==> src/rtl/mem_access_stage.sv <==
// MEM stage: sized loads/stores over a dmem req/ready handshake; MEM_MISALIGN_TRAP_EN enables misalignment trapping.
// Latency: 3 cycles minimum per memory op (IDLE, ACCESS, RESP), plus 1 per dmem wait cycle; non-memory ops pass through combinationally.
// Backpressure: stall_out holds upstream from op issue until RESP; dmem_req is held with stable outputs until dmem_ready.
module mem_access_stage #(
  parameter int ADDR_WIDTH = 32
) (
  input  logic                  clk,
  input  logic                  rst,
  input  logic [31:0]           pc_in,
  input  logic [31:0]           alu_result_in,
  input  logic [31:0]           store_data_in,
  input  logic [4:0]            register_destination_in,
  input  logic                  mem_read_in,
  input  logic                  mem_write_in,
  input  logic [1:0]            mem_size_in,
  input  logic                  mem_unsigned_in,
  input  logic                  memory_to_register_in,
  input  logic                  reg_write_in,
  input  logic                  overflow_flag_in,
  output logic                  dmem_req,
  output logic                  dmem_we,
  output logic [ADDR_WIDTH-1:0] dmem_addr,
  output logic [31:0]           dmem_wdata,
  output logic [3:0]            dmem_be,
  input  logic                  dmem_ready,
  input  logic [31:0]           dmem_rdata,
  output logic [31:0]           pc_out,
  output logic [31:0]           memory_data_out,
  output logic [31:0]           alu_result_out,
  output logic [4:0]            register_destination_out,
  output logic                  memory_to_register_out,
  output logic                  reg_write_out,
  output logic                  overflow_flag_out,
  output logic                  stall_out,
  output logic                  misalign_out
);

  typedef enum logic [1:0] {
    IDLE   = 2'd0,
    ACCESS = 2'd1,
    RESP   = 2'd2
  } state_t;

  state_t      state_q, state_d;
  logic        op, misaligned, start, capture, stall, mis_flag;
  logic [1:0]  addr_lo;
  logic [31:0] st_wdata;
  logic [3:0]  st_be;
  logic [1:0]  size_q, lane_q;
  logic        unsigned_q;
  logic [31:0] load_q, ld_fmt, rd_shift;

  assign op      = mem_read_in | mem_write_in;
  assign addr_lo = alu_result_in[1:0];

`ifdef MEM_MISALIGN_TRAP_EN
  always_comb begin
    misaligned = 1'b0;
    case (mem_size_in)
      2'b00:   misaligned = 1'b0;
      2'b01:   misaligned = addr_lo[0];
      default: misaligned = |addr_lo;
    endcase
  end
`else
  assign misaligned = 1'b0;
`endif

  // Store lane steering: data replicated across lanes, enables pick the target bytes
  always_comb begin
    st_wdata = store_data_in;
    st_be    = 4'b1111;
    case (mem_size_in)
      2'b00: begin
        st_wdata = {4{store_data_in[7:0]}};
        st_be    = 4'b0001 << addr_lo;
      end
      2'b01: begin
        st_wdata = {2{store_data_in[15:0]}};
        st_be    = addr_lo[1] ? 4'b1100 : 4'b0011;
      end
      default: begin
        st_wdata = store_data_in;
        st_be    = 4'b1111;
      end
    endcase
  end

  assign rd_shift = dmem_rdata >> {lane_q, 3'b000};

  always_comb begin
    ld_fmt = dmem_rdata;
    case (size_q)
      2'b00:   ld_fmt = {{24{~unsigned_q & rd_shift[7]}}, rd_shift[7:0]};
      2'b01:   ld_fmt = lane_q[1] ? {{16{~unsigned_q & dmem_rdata[31]}}, dmem_rdata[31:16]}
                                  : {{16{~unsigned_q & dmem_rdata[15]}}, dmem_rdata[15:0]};
      default: ld_fmt = dmem_rdata;
    endcase
  end

  always_comb begin
    state_d  = state_q;
    stall    = 1'b0;
    mis_flag = 1'b0;
    start    = 1'b0;
    capture  = 1'b0;
    case (state_q)
      IDLE: begin
        if (op) begin
          if (misaligned) begin
            mis_flag = 1'b1;
          end else begin
            start   = 1'b1;
            stall   = 1'b1;
            state_d = ACCESS;
          end
        end
      end
      ACCESS: begin
        stall = 1'b1;
        if (dmem_ready) begin
          capture = 1'b1;
          state_d = RESP;
        end
      end
      RESP:    state_d = IDLE;
      default: state_d = IDLE;
    endcase
  end

  always_ff @(posedge clk or posedge rst) begin
    if (rst) begin
      state_q    <= IDLE;
      dmem_req   <= 1'b0;
      dmem_we    <= 1'b0;
      dmem_addr  <= '0;
      dmem_wdata <= '0;
      dmem_be    <= '0;
      size_q     <= '0;
      lane_q     <= '0;
      unsigned_q <= 1'b0;
      load_q     <= '0;
    end else begin
      state_q <= state_d;
      if (start) begin
        dmem_req   <= 1'b1;
        dmem_we    <= mem_write_in;
        dmem_addr  <= {alu_result_in[ADDR_WIDTH-1:2], 2'b00};
        dmem_wdata <= st_wdata;
        dmem_be    <= st_be;
        size_q     <= mem_size_in;
        lane_q     <= addr_lo;
        unsigned_q <= mem_unsigned_in;
      end
      if (capture) begin
        dmem_req <= 1'b0;
        load_q   <= dmem_we ? 32'd0 : ld_fmt;
      end
    end
  end

  assign pc_out                   = pc_in;
  assign alu_result_out           = alu_result_in;
  assign register_destination_out = register_destination_in;
  assign memory_to_register_out   = memory_to_register_in;
  assign overflow_flag_out        = overflow_flag_in;
  assign memory_data_out          = (state_q == RESP) ? load_q : 32'd0;
  assign stall_out                = stall & ~rst;
  assign misalign_out             = mis_flag & ~rst;
  assign reg_write_out            = reg_write_in & ~stall & ~mis_flag & ~rst;

endmodule

==> config.mk <==
export PLATFORM = sky130hd
export DESIGN_NAME = mem_access_stage
export DESIGN_NICKNAME = d
export VERILOG_FILES = /design/src/rtl/mem_access_stage.sv
export SDC_FILE = /design/constraint.sdc
export NUM_CORES = 1
export LEC_CHECK = 0
export ABC_AREA = 0
export CAP_MARGIN = 20
export CORE_AREA = 2 2 125 127
export CTS_CLUSTER_DIAMETER = 50
export DETAILED_ROUTE_END_ITERATION = 8
export DIE_AREA = 0 0 127 129
export PLACE_DENSITY = 0.8
export SLEW_MARGIN = 40
export SYNTH_ARGS = -nofsm -noshare
export SYNTH_HDL_FRONTEND = slang
export SYNTH_SLANG_ARGS = --single-unit
==> constraint.sdc <==
create_clock -name clk -period 6.85 [get_ports clk]
set_input_delay 1.37 -clock clk [delete_from_list [all_inputs] [get_ports clk]]
set_output_delay 1.37 -clock clk [all_outputs]
set_load 0.1 [all_outputs]
==> flow_summary.yaml <==
run_status:
  status: "finished clean"
global_route:
  grt_pass1_wl_microns: 23000
  grt_max_degree: 78
  grt_pass1_vias: 4292
  grt_antenna_before_repair: 0
  grt_overflow: 0
  grt_usage_pct: 18.0
clocking:
  h-tree-depth: 3
  path_clk_slew_ns: 0.07
  ctsResizeCount: 0
  clkLatencyLatePin_ns: 0.35
  cts_sinks: 107
  numCtsBuffers: 9
  post-cts-setup-buffer-count: 0
  cts-hold-fix-buffers: 0
  tritoncts: "built"
  cts-root-buf: "clkbuf_16"
  clock_path_buffers: 2
yosys:
  async_reset_ff_share_pct: 100
  syn_area_sq_um: 5530
  synth-main-ff-cell: "dfrtp_1"
  syn-instance-count: 538
  yosysUniqueCellTypes: 33
  syn_area_per_cell_sq_um: 10.3
  synth-edff-count: 0
  ys_seq_area_share_pct: 48.4
  yosys_warnings: 0
  ys_seq_elements: 107
job:
  cap_violations: 0
sta:
  max_slew_margin_pct: 48.7
  setup_ws_ns: 2.51
  setup_violations: 0
  finalMaxSlewViolations: 0
  worstMarginPinSlew_ns: 0.769
  clock_skew_ns: 0.00799
  rsz0062_at_grt: "no"
  finalHoldViolCount: 0
  fin_crit_ns: 4.34
  period_share_pct: 63.4
  fmax_ghz: 0.230
  setup_tns_ns: 0
min_path:
  min_path_type: "reg -> reg"
placed_design:
  dp_hpwl_microns: 10700
  place.gp.congestion: 0.746
  pre_cts_slack_ns: 2.47
  io_buffers: 238
drt:
  drc: 0
  ant_nets: 0
  drt-total-wl_microns: 14600
  routed_via_density: 4.94
  drt_first_pass_iters: 5
  wl_per_cell_microns: 16.5
  drt_iter0_markers: 189
  vias: 4370
layout:
  nets: 836
  layout-drive-gt1-share_pct: 23.8
  final_core_util_pct: 47.9
  num-fill-cells: 1431
  area_growth_pct: 29.8
  insertedDiodeCount: 0
floorplan:
  coreArea_sq_um: 15000
  die_w_microns: 127
  num_rows: 45
  die_area_sq_um: 16400
  start_util_pct: 36.9
  fp.dieH_microns: 129
  io_pins: 320
critical_path:
  cp_max_fo: 47
  required_ns: 5.48
  arrival_ns: 2.97
  end_kind: "primary output"
  cp-start-kind: "input port"
  worstSetupPathType: "in -> out"
[cells in the final DEF, fill, tap and decap left out, types with 8 or more instances in the layout]
cell type	synthesis	layout
and2_1	33	33
a22oi_1	16	16
o21ai_1	20	19
clkdlybuf4s50_1	0	104
mux2i_1	32	32
nor2_1	14	13
clkbuf_16	0	9
buf_2	10	134
o21ai_0	27	27
o211ai_1	8	8
nand2b_1	10	10
mux2_1	42	42
nand2_1	66	66
dfrtp_1	107	107
a21oi_1	21	21
[cell families (layout without fill, tap and decap cells)]
group | count (synthesis) | in the layout | synth area share (%)
and+or+nand+nor | 138 | 138 | 12.1
buffers and inverters | 112 | 269 | 13.1
DFF | 107 | 107 | 48.4
AOI/OAI and AO/OA | 105 | 105 | 11.8
muxes | 75 | 75 | 14.6
other | 1 | 3 | 0.0678
[sequential cells by signal (all words and copies together), names as in the netlist]
| register | count |
|---|---|
| lane_q | 2 |
| dmem_req | 1 |
| dmem_wdata | 32 |
| dmem_be | 4 |
| dmem_addr | 30 |
| state_q | 2 |
| load_q | 32 |
| size_q | 2 |
| unsigned_q | 1 |
| dmem_we | 1 |
[worst max-delay path, stage by stage]
cell and delay (ns):
clkdlybuf4s50_1 0.46, inv_4 0.47, o211a_1 0.24, buf_2 0.42
[through the flow]
stage	instances	instance area [sq um]	hold slack (ns)
2_1_floorplan	540	5540	0.441
3_3_place_gp	868	7530	0.452
3_5_place_dp	868	6870	0.459
4_1_cts	884	7160	0.475
5_1_grt	885	7180	0.496
6_report	885	7180	0.471
[layer usage]
layer / part of all wire (%) / wire length, microns / vias up / GRT usage [%]
met4: 1.6 / 235 / 0 / 6.14
met1: 42 / 6120 / 2089 / 22.8
li1: - / - / 2075 / -
met5: 0 / 0 / - / 0
met3: 7.8 / 1140 / 20 / 4.78
met2: 49 / 7130 / 186 / 29.9
[worst paths after layout]
kind | from | endpoint | slack [ns] | depth (start not counted)
max in group asynchronous | rst | dmem_be[3] | 4.39 | 3
max | rst | reg_write_out | 2.51 | 4
min | load_q[15] | load_q[15] | 0.47 | 1
min in group asynchronous | rst | dmem_addr[21] | 1.48 | 2
max reg2reg | state_q[1] | dmem_addr[6] | 4.69 | 5
min reg2reg | load_q[15] | load_q[15] | 0.47 | 1
[synthesized netlist by cell type, drive strengths merged (7+ instances only)]
cell	number	area, sq um
nor2	14	52.6
nand2	66	248
clkbuf	14	52.6
a21oi	21	105
nand2b	10	62.6
a32o	7	70.1
o21ai	47	235
buf	91	643
inv	7	26.3
o211ai	8	60.1
mux2i	32	320
and2	33	206
mux2	43	488
or3	7	43.8
a22oi	16	120
dfrtp	107	2680
[cell type report]
| cell class | instances | area [sq um] | area share, % |
|---|---|---|---|
| sequential | 107 | 2680 | 37.3 |
| multi-input combinational | 321 | 2160 | 30.1 |
| timing repair buffer | 246 | 1780 | 24.8 |
| tap | 188 | 235 | 3.28 |
| clock buffer | 10 | 229 | 3.19 |
| clock inverter | 6 | 63.8 | 0.889 |
| inverter | 7 | 28.8 | 0.401 |
Power is not shown: default switching activity piles up to over one toggle a cycle in this logic, so the estimate is an artifact.
